$ cat src/rtl/kb_event_fifo.sv
// Keyboard event queue: turns kb_driver key levels into press/repeat events and presents the FIFO head as the CPU keyboard word.
// Typematic auto-repeat is built only when KB_REPEAT_EN is defined.
module kb_event_fifo #(
   parameter int unsigned DEPTH_LOG2    = 3,
   parameter int unsigned DELAY_CYCLES  = 25000000,
   parameter int unsigned REPEAT_CYCLES = 12500000
) (
   input  logic                  CLOCK_50,
   input  logic                  rst,
   input  logic [7:0]            ascii,
   input  logic [4:0]            flags,
   input  logic                  rd_en,
   output logic [31:0]           kb_word,
   output logic                  empty,
   output logic                  full,
   output logic [DEPTH_LOG2:0]   count
);

   localparam int unsigned           DEPTH     = 1 << DEPTH_LOG2;
   localparam logic [DEPTH_LOG2:0]   DEPTH_CNT = (DEPTH_LOG2 + 1)'(DEPTH);

   localparam logic [2:0] S_IDLE   = 3'b001;
   localparam logic [2:0] S_DELAY  = 3'b010;
`ifdef KB_REPEAT_EN
   localparam logic [2:0] S_REPEAT = 3'b100;
`endif

   // The timer starts at 1, so an interval of 0 would never match.
   if (DELAY_CYCLES < 1 || REPEAT_CYCLES < 1) begin : g_bad_interval
      $error("kb_event_fifo: DELAY_CYCLES and REPEAT_CYCLES must be at least 1");
   end

   logic [7:0]             ascii_q;
   logic [2:0]             state_q, state_d;
   logic [DEPTH_LOG2-1:0]  wr_ptr_q, wr_ptr_d, rd_ptr_q, rd_ptr_d;
   logic [DEPTH_LOG2:0]    count_q, count_d;
   logic                   overflow_q, overflow_d;
   logic [12:0]            mem_q [DEPTH];
   logic [12:0]            mem_d [DEPTH];
   logic                   press, push, push_ok, pop_ok;
   logic [12:0]            head;
`ifdef KB_REPEAT_EN
   logic [31:0]            timer_q, timer_d;
`endif

   assign press = (ascii != 8'd0) && (ascii != ascii_q);

   always_comb begin
      state_d = state_q;
      push    = 1'b0;
`ifdef KB_REPEAT_EN
      timer_d = timer_q;
`endif
      case (state_q)
         S_IDLE: begin
            if (press) begin
               push    = 1'b1;
               state_d = S_DELAY;
`ifdef KB_REPEAT_EN
               timer_d = 32'd1;
`endif
            end
         end
`ifdef KB_REPEAT_EN
         S_DELAY, S_REPEAT: begin
`else
         S_DELAY: begin
`endif
            // Release wins over everything, then a new key, then the repeat timer.
            if (ascii == 8'd0) begin
               state_d = S_IDLE;
            end else if (press) begin
               push    = 1'b1;
               state_d = S_DELAY;
`ifdef KB_REPEAT_EN
               timer_d = 32'd1;
            end else if (timer_q == ((state_q == S_DELAY) ? 32'(DELAY_CYCLES)
                                                          : 32'(REPEAT_CYCLES))) begin
               push    = 1'b1;
               state_d = S_REPEAT;
               timer_d = 32'd1;
            end else begin
               timer_d = timer_q + 32'd1;
`endif
            end
         end
         default: state_d = S_IDLE;
      endcase
   end

   always_comb begin
      pop_ok     = rd_en && (count_q != '0);
      // A full FIFO still accepts a push when a pop frees a slot in the same cycle.
      push_ok    = push && ((count_q != DEPTH_CNT) || pop_ok);
      overflow_d = rd_en ? 1'b0 : (overflow_q | (push & ~push_ok));
      wr_ptr_d   = wr_ptr_q;
      rd_ptr_d   = rd_ptr_q;
      count_d    = count_q;
      mem_d      = mem_q;
      if (push_ok) begin
         mem_d[wr_ptr_q] = {flags, ascii};
         wr_ptr_d        = wr_ptr_q + 1'b1;
      end
      if (pop_ok) rd_ptr_d = rd_ptr_q + 1'b1;
      case ({push_ok, pop_ok})
         2'b10:   count_d = count_q + 1'b1;
         2'b01:   count_d = count_q - 1'b1;
         default: count_d = count_q;
      endcase
   end

   always_ff @(posedge CLOCK_50) begin
      if (rst) begin
         ascii_q    <= 8'd0;
         state_q    <= S_IDLE;
         wr_ptr_q   <= '0;
         rd_ptr_q   <= '0;
         count_q    <= '0;
         overflow_q <= 1'b0;
         mem_q      <= '{default: '0};
`ifdef KB_REPEAT_EN
         timer_q    <= 32'd0;
`endif
      end else begin
         ascii_q    <= ascii;
         state_q    <= state_d;
         wr_ptr_q   <= wr_ptr_d;
         rd_ptr_q   <= rd_ptr_d;
         count_q    <= count_d;
         overflow_q <= overflow_d;
         mem_q      <= mem_d;
`ifdef KB_REPEAT_EN
         timer_q    <= timer_d;
`endif
      end
   end

   assign empty   = (count_q == '0);
   assign full    = (count_q == DEPTH_CNT);
   assign count   = count_q;
   assign head    = empty ? 13'd0 : mem_q[rd_ptr_q];
   assign kb_word = {~empty, overflow_q, 17'd0, head};

endmodule

$ cat config.mk
export PLATFORM = sky130hd
export DESIGN_NAME = kb_event_fifo
export DESIGN_NICKNAME = d
export VERILOG_FILES = /design/src/rtl/kb_event_fifo.sv
export SDC_FILE = /design/constraint.sdc
export NUM_CORES = 1
export LEC_CHECK = 0
export ABC_AREA = 1
export CORE_MARGIN = 8
export CORE_UTILIZATION = 45
export CTS_BUF_LIST = sky130_fd_sc_hd__clkbuf_16
export DETAILED_ROUTE_END_ITERATION = 6
export HOLD_SLACK_MARGIN = 0.1
export PLACE_DENSITY = 0.73
export SLEW_MARGIN = 0
export SYNTH_ARGS = -nofsm -noshare
export SYNTH_HDL_FRONTEND = slang
export SYNTH_SLANG_ARGS = --single-unit
$ cat constraint.sdc
create_clock -name CLOCK_50 -period 3.19 [get_ports CLOCK_50]
set_clock_uncertainty 0.1 [all_clocks]
set_input_delay 0.957 -clock CLOCK_50 [delete_from_list [all_inputs] [get_ports CLOCK_50]]
set_output_delay 0.957 -clock CLOCK_50 [all_outputs]
set_load 0.05 [all_outputs]
==> flow_summary.yaml <==
floorplan:
  die_y_um: 134
  fp.dieW_um: 134
  initial_core_util: 0.457
  rows: 43
  io_pins: 54
  die-area_um2: 18000
  core_area_um2: 13700
global_routing:
  antenna_found_initial: 0
  grt_max_degree: 58
  grt_pass1_vias: 5395
  grt_usage: 0.192
  overflow: 0
  grt_pass1_wl_um: 27800
placed_design:
  dp_hpwl_um: 10600
  gp_congestion: 0.835
  dp_worst_setup_slack_ns: -0.0305
  port_buffers: 36
  dp_cells: 1139
critical_path:
  crit_path_max_fanout: 8
  worstPathCellList: "clkinvlp_4 > buf_4 > o21ai_0 > o22ai_1 > o21ai_0 > a31oi_2 > buf_4"
  r2r_setup_slack_ns: 0.85
  arrival_ns: 2.10
  critPathLaunchType: "register"
  timing.rr.end: "count[2]$_SDFFE_PP0P_"
  r2r_start: "count[1]$_SDFFE_PP0P_"
  critPathKind: "register to output pin"
  cp_slowest_cell: "dfxtp_1"
  cpPeakStageDelay_ns: 0.43
  worst_r2r_path_depth: 12
  crit_path_start: "rd_ptr_q[1]$_SDFFE_PP0P_"
  required_ns: 2.13
  cp-end-kind: "output pin"
clock_network:
  cts_hold_buf: 0
  h-tree-depth: 4
  insertion_delay_ns: 0.41
  cts_root_buf: "clkbuf_16"
  clockBufferDepth: 2
  cts_made_buffers: 17
  cts_tree: "built"
  cts.sinks: 126
  clkSlewWorstSetupHoldPaths_ns: 0.05
sta:
  rsz0062_at_grt: "yes"
  setup_violations: 0
  fin_setup_tns_ns: 0
  relSlewSlack: 0.570
  slew_violations: 0
  period_minus_slack_ns: 3.16
  tightest_slew_ns: 0.644
  max_freq_mhz: 316
  fin_ws_ns: 0.0294
  hold_violations: 0
  fin_crit_sh: 0.991
synth:
  synth_cell_type_count: 29
  synth_most_common_cell: "nor2_1"
  syn_area_um2: 6270
  synth_area_per_cell_um2: 6.57
  synth-main-ff-cell: "dfxtp_1"
  yosysTopAreaCell: "dfxtp_1"
  synthArstFlopShare: 0
  synth.area.top_cells: "dfxtp_1 40%, nor2_1 19%, nand3_1 8.9%"
  synth_top_area_frac: 0.402
  synth_edf_count: 0
  syn_inst: 954
  synthTopCellsByCount: "314 x nor2_1, 138 x nand2_1, 126 x dfxtp_1"
  yosysSeqAreaShare: 0.402
  yosysWarnings: 0
  ys_ff_latch: 126
min_path:
  hp-class: "register to register"
  hold_depth: 2
  hold_start: "mem_q[60]$_SDFFE_PP0P_"
  holdPathEnd: "mem_q[60]$_SDFFE_PP0P_"
finish:
  nNetsFinal: 1003
  final_util: 0.535
  syn2layout_area_growth_pct: 17.0
  layout.cells.non_filler: 1175
  diodes: 0
  drive_gt1_frac: 0.103
  nFillCells: 1336
power:
  vdd_ir_drop_max_mv: 0.713
  p_per_area_nw_per_um2: 774
  report.power.total_w: 0.00568
  leakage_nw: 3.09
detailed_routing:
  drtIter0Drc: 558
  via_per_inst: 5.15
  drtPass1Iterations: 5
  routed_wl_um: 17200
  vias: 6049
  wire_per_inst_um: 14.7
  drc: 0
  ant_nets: 0
job:
  drv_cap: 0
status:
  status: "finished clean"
## worst max-delay path by stage
stage          depth (start not counted)                     to  slack [ns]
2_1_floorplan                          5            kb_word[10]        0.09
3_5_place_dp                          13  count[2]$_SDFFE_PP0P_       -0.03
6_report                               7             kb_word[6]        0.03
4_1_cts                                6            kb_word[12]      0.0003
5_1_grt                                7            kb_word[12]       -0.06
3_3_place_gp                          13  count[2]$_SDFFE_PP0P_        0.05
## cell usage in the layout (no fill, tap or decap), types with 5 or more instances in the layout
cell type,instances
nor2_1,314
nand2_1,138
dfxtp_1,125
nand3_1,112
o21ai_0,73
buf_4,44
inv_1,42
clkdlybuf4s50_1,21
conb_1,18
clkbuf_16,17
o22ai_1,13
a21oi_1,11
a31oi_2,9
nor2_4,8
inv_2,6
clkinv_1,6
buf_12,6
ha_1,5
## where the power goes
| group | internal [W] | switching [W] |
|---|---|---|
| Combinational | 0.000692 | 0.00156 |
| Sequential | 0.00166 | 0.0000675 |
| Clock | 0.00104 | 0.000665 |
## flip-flops by register name, indices dropped and copies added (netlist names)
signal	count
state_q	3
overflow_q	1
count	4
ascii_q	8
mem_q	104
wr_ptr_q	3
rd_ptr_q	3
## stage by stage
stage / hold WS [ns] / cell area [um2]
floorplan: 0.349 / 6390
global placement: 0.356 / 6760
detailed placement: 0.366 / 6760
CTS: 0.379 / 7280
global route: 0.392 / 7340
finish: 0.373 / 7340
## cell type report
| cell class | count | area, um2 | share of cell area |
|---|---|---|---|
| well taps | 180 | 225 | 0.0307 |
| clock inverters | 15 | 92.6 | 0.0126 |
| repair buffers | 71 | 661 | 0.0900 |
| clock buffers | 17 | 425 | 0.0580 |
| inverters | 46 | 176 | 0.0240 |
| flip-flops and latches | 126 | 2520 | 0.344 |
| multi-input cells | 720 | 3230 | 0.441 |
## cells by family after synthesis
family / share of synthesized area
adder cells (fa/ha/maj): 0.00998
buffers and inverters: 0.101
AO/OA/AOI/OAI: 0.0938
flip-flops: 0.402
XOR/XNOR: 0.00838
AND/OR/NAND/NOR: 0.384
other: 0.000598
## timing repair
item,in CTS,in global routing
resized for setup,0,4
buffers inserted,0,4
endpoints found under the setup margin,0,9
## critical path, delay by kind of cell, from the launching register on
| kind | cells | cell delay [ns] |
|---|---|---|
| flip-flops | 1 | 0.43 |
| AO/OA/AOI/OAI | 4 | 0.61 |
| buffers and inverters | 3 | 0.66 |
## routing by layer
metal	GRT usage	wire length, um
met5	0	0
met4	0.0774	323
met3	0.0340	1180
met2	0.316	8050
met1	0.244	7690
No activity file was read; power rests on OpenSTA's default activity.
==> RTL change 1 (same flow settings) <==
Set the parameter `DEPTH_LOG2` to 4 (it was 3).
--- a/src/rtl/kb_event_fifo.sv
+++ b/src/rtl/kb_event_fifo.sv
@@ -1,7 +1,7 @@
 // Keyboard event queue: turns kb_driver key levels into press/repeat events and presents the FIFO head as the CPU keyboard word.
 // Typematic auto-repeat is built only when KB_REPEAT_EN is defined.
 module kb_event_fifo #(
-   parameter int unsigned DEPTH_LOG2    = 3,
+   parameter int unsigned DEPTH_LOG2    = 4,
    parameter int unsigned DELAY_CYCLES  = 25000000,
    parameter int unsigned REPEAT_CYCLES = 12500000
 ) (
Ports: changed (resized count); port bits go from 54 to 55. The function was not compared with the original's and may differ.
==> RTL change 1 against the unedited design <==
The run now ends with setup timing left. Highest routed layer unchanged. Synthesized area is 66% higher. Sequential cell count grew 107. Design area up 81%. Critical endpoint is now kb_word[7]. Sequential share of layout area increased by 0.75 points. Sequential power increased by 82%. Total power up 100%. Setup slack worse by 240 ps. Routed wire length up 98%.
==> RTL change 1: results (changes against the unedited design) <==
\begin{tabular}{lr}
\hline
Metric & Value \\
\hline
\multicolumn{2}{l}{\textbf{Critical path}} \\
Reg2Reg Launch Point & count[0] (was count[1]) \\
Reg2Reg Capture Point & count[4] (was count[2]) \\
Critical Path End & kb\_word[7] (was kb\_word[6]) \\
Arrival time at the worst endpoint & 2350 ps (was 2100 ps) \\
Slowest stage delay, CP & 470 ps (was 430 ps) \\
\multicolumn{2}{l}{\textbf{Finish}} \\
Clock network share of area & 0.0566 (was 0.0706) \\
Multi-input logic portion of the cell area & 0.396 (was 0.441) \\
Combined flip-flop and latch cell area & 0.00468 mm\^{}2 (was 0.00252 mm\^{}2) \\
Clock buffer count & 24 (was 17) \\
Max FFs per register & 208 (was 104) \\
Fraction of layout cells with a size suffix above 1 & 0.189 (was 0.103) \\
Inverters & 58 (was 46) \\
Area used by multi-input combinational logic & 0.00527 mm\^{}2 (was 0.00323 mm\^{}2) \\
Layout Nets & 1493 (was 1003) \\
Non-filler cells in the finished layout & 1770 (was 1175) \\
\multicolumn{2}{l}{\textbf{Logic synthesis}} \\
Part of the Yosys area used for sequential elements & 0.449 (was 0.402) \\
\multicolumn{2}{l}{\textbf{Placement}} \\
Placed wire-length estimate & 20000 um (was 10600 um) \\
Port buffer count & 37 (was 36) \\
\multicolumn{2}{l}{\textbf{STA}} \\
Final Worst Setup Slack & -215 ps (was 29.4 ps) \\
Final setup fails & 13 (was 0) \\
Hold\_ws & 379 ps (was 373 ps) \\
Worst slew margin relative to its limit & 0.475 (was 0.570) \\
\multicolumn{2}{l}{\textbf{Clock tree}} \\
Bufs on Longest Clock Path & 3 (was 2) \\
Deepest level of the CTS H-tree & 1 (was 4) \\
Clock latency on the worst-skew pair & 530 ps (was 410 ps) \\
\multicolumn{2}{l}{\textbf{Detailed routing}} \\
Detailed-route wire length & 34200 um (was 17200 um) \\
Vias/cell & 5.86 (was 5.15) \\
\multicolumn{2}{l}{\textbf{Global routing}} \\
Largest net degree at the start of global routing & 80 (was 58) \\
Global-route wire length before repair & 52200 um (was 27800 um) \\
Number of global-route vias before repair & 9683 (was 5395) \\
\multicolumn{2}{l}{\textbf{Run status}} \\
Run status & complete, but fails checks (was finished clean) \\
Failing checks & setup timing \\
\hline
\end{tabular}
[RTL change 1: changes by cell type in the layout (fill, tap and decap cells not counted), moves of 67 or more]
cell,unedited run,this run
sky130_fd_sc_hd__o21ai_1,1,68
sky130_fd_sc_hd__nand2_1,138,48
sky130_fd_sc_hd__dfxtp_1,125,228
sky130_fd_sc_hd__o21ai_0,73,239
sky130_fd_sc_hd__nand3_1,112,22
sky130_fd_sc_hd__a21oi_1,11,120
[RTL change 1: cells by family (layout without fill, tap and decap cells)]
logic type,count (synthesis),count (layout),share of synthesized area
AOI/OAI and AO/OA,517,517,0.265
other,1,18,0.000361
and+or+nand+nor,448,448,0.178
xor gates and xnor gates,5,5,0.00421
buffers and inverters,190,255,0.0927
adders and majority gates,9,9,0.0116
DFF,233,233,0.449
[RTL change 1: worst min-delay path by stage]
stage                          start          to
final                      mem_q[23]   mem_q[23]
after global placement    mem_q[127]  mem_q[127]
after floorplan           mem_q[125]  mem_q[125]
after detailed placement  mem_q[129]  mem_q[129]
after CTS                 mem_q[129]  mem_q[129]
after global routing       mem_q[76]   mem_q[76]
[RTL change 1: where the power goes]
part	switching, W	internal [W]
logic	0.00321	0.00243
registers	0.000124	0.00303
clock network	0.00119	0.00154
[RTL change 1: metal layers]
layer  up-vias  wire length (um)  global-route usage
met5         -                 0                   0
met4         0              1890               0.135
met3       125              2850              0.0337
met2       508             15600               0.365
met1      4866             13900               0.289
li1       4866                 -                   -
[RTL change 1: tightest hold or removal path, stage by stage, from the launching register on]
cell	delay, ps
sky130_fd_sc_hd__dfxtp_1	320
sky130_fd_sc_hd__nor2_1	40
sky130_fd_sc_hd__nor2_1	80
[RTL change 1: what timing repair did]
item,CTS,global route
resized for setup,83,77
gates cloned,10,5
setup buffers,16,8
pin swaps,30,49
endpoints found under the setup margin,13,16
==> RTL change 2 (same settings) <==
Made on the original files. Register the output `count` once more, with the module's reset; this adds one clock of latency there. The other outputs are not delayed to match.
--- a/src/rtl/kb_event_fifo.sv
+++ b/src/rtl/kb_event_fifo.sv
@@ -137,7 +137,13 @@
 
    assign empty   = (count_q == '0);
    assign full    = (count_q == DEPTH_CNT);
-   assign count   = count_q;
+   always_ff @(posedge CLOCK_50) begin
+      if (rst) begin
+         count <= '0;
+      end else begin
+         count <= count_q;
+      end
+   end
    assign head    = empty ? 13'd0 : mem_q[rd_ptr_q];
    assign kb_word = {~empty, overflow_q, 17'd0, head};
 
Function: changed (Yosys sat finds a counterexample within 4 cycles, from zero or initial values and one cycle with rst high).
==> RTL change 2 against the unedited design <==
Highest routed layer unchanged. Design area is 2.9% higher. Sequential cell count up 4. Setup slack better by 32 ps. Critical endpoint is now kb_word[0]. Register-to-register slack lost 70 ps. Count of clock-buffer cells in the layout unchanged. Synthesized area up 1.6%. Via count rose by 1.3%. Maximum frequency is 1.0% higher. Global-route usage rose by 0.78 points. Largest cell class unchanged. Routed wire length is 4.0% higher. Non-clock buffer count up 3. Synthesized cell count grew 0.94%. Total power up 3.4%.
==> RTL change 2: results (changes against the unedited design) <==
\begin{tabular}{lr}
\hline
Metric & Value \\
\hline
\multicolumn{2}{l}{\textbf{Logic synthesis}} \\
Count of different cell masters after synthesis & 30 (was 29) \\
Part of the Yosys area used for sequential elements & 0.409 (was 0.402) \\
Top cells by area in the synthesized netlist & sky130\_fd\_sc\_hd\_\_dfxtp\_1 41\%, sky130\_fd\_sc\_hd\_\_nor2\_1 19\%, sky130\_fd\_sc\_hd\_\_nand3\_1 8.6\% (was sky130\_fd\_sc\_hd\_\_dfxtp\_1 40\%, sky130\_fd\_sc\_hd\_\_nor2\_1 19\%, sky130\_fd\_sc\_hd\_\_nand3\_1 8.9\%) \\
\multicolumn{2}{l}{\textbf{Finish}} \\
Layout Nets & 1014 (was 1003) \\
Layout filler cell count & 1374 (was 1336) \\
Fraction of layout cells with a size suffix above 1 & 0.111 (was 0.103) \\
\multicolumn{2}{l}{\textbf{Critical path}} \\
Reg2Reg Capture Point & count\_q[2] (was count[2]) \\
Reg2Reg Launch Point & count\_q[1] (was count[1]) \\
Critical Path End & kb\_word[0] (was kb\_word[6]) \\
Startpoint of the worst setup timing path & rd\_ptr\_q[0] (was rd\_ptr\_q[1]) \\
Register-to-register setup slack & 780 ps (was 850 ps) \\
\multicolumn{2}{l}{\textbf{Run status}} \\
Run status & finished clean (unchanged) \\
\multicolumn{2}{l}{\textbf{Placement}} \\
Worst setup timing slack at the placement stage & -6.22 ps (was -30.5 ps) \\
Post-Place Cells & 1150 (was 1139) \\
\multicolumn{2}{l}{\textbf{STA}} \\
Hold\_ws & 376 ps (was 373 ps) \\
Maximum achievable frequency & 320 MHz (was 316 MHz) \\
Worst slew margin relative to its limit & 0.498 (was 0.570) \\
\multicolumn{2}{l}{\textbf{Global routing}} \\
Number of global-route vias before repair & 5805 (was 5395) \\
Overall global routing resource usage & 0.200 (was 0.192) \\
Global-route wire length before repair & 29200 um (was 27800 um) \\
Largest net degree at the start of global routing & 56 (was 58) \\
\multicolumn{2}{l}{\textbf{Clock tree}} \\
Number of resized instances in the post-cts repair step & 1 (was 0) \\
\multicolumn{2}{l}{\textbf{Power}} \\
Switching component of the power & 0.00229 W (about the same) \\
Clock distribution power & 0.00184 W (was 0.00170 W) \\
Maximum ir drop on the vdd rail & 0.000655 V (was 0.000713 V) \\
\multicolumn{2}{l}{\textbf{Detailed routing}} \\
Initial DRC Count & 672 (was 558) \\
Detailed-route wire length & 17900 um (was 17200 um) \\
\hline
\end{tabular}
-- RTL change 2: worst max-delay path, stage by stage (launching register included) --
cell                         delay (ps)
sky130_fd_sc_hd__dfxtp_2            420
sky130_fd_sc_hd__clkinvlp_4         200
sky130_fd_sc_hd__buf_4              220
sky130_fd_sc_hd__o21ai_0            150
sky130_fd_sc_hd__o22ai_1             90
sky130_fd_sc_hd__o21ai_0            280
sky130_fd_sc_hd__a31oi_1             80
sky130_fd_sc_hd__buf_4              200
-- RTL change 2: metal layers --
layer,share of wire,global-route usage,vias up
met5,0,0,-
met4,0.023,0.0827,0
met3,0.077,0.0468,40
met2,0.47,0.321,228
met1,0.43,0.252,2769
li1,-,-,3090
-- RTL change 2: layout make-up --
cell class              instances  area [um^2]  share of cell area
inverters                      46          176              0.0234
multi-input cells             724         3250               0.430
flip-flops and latches        130         2600               0.345
clock buffers                  17          425              0.0564
clock inverters                14          123              0.0162
well taps                     180          225              0.0298
repair buffers                 74          746              0.0988
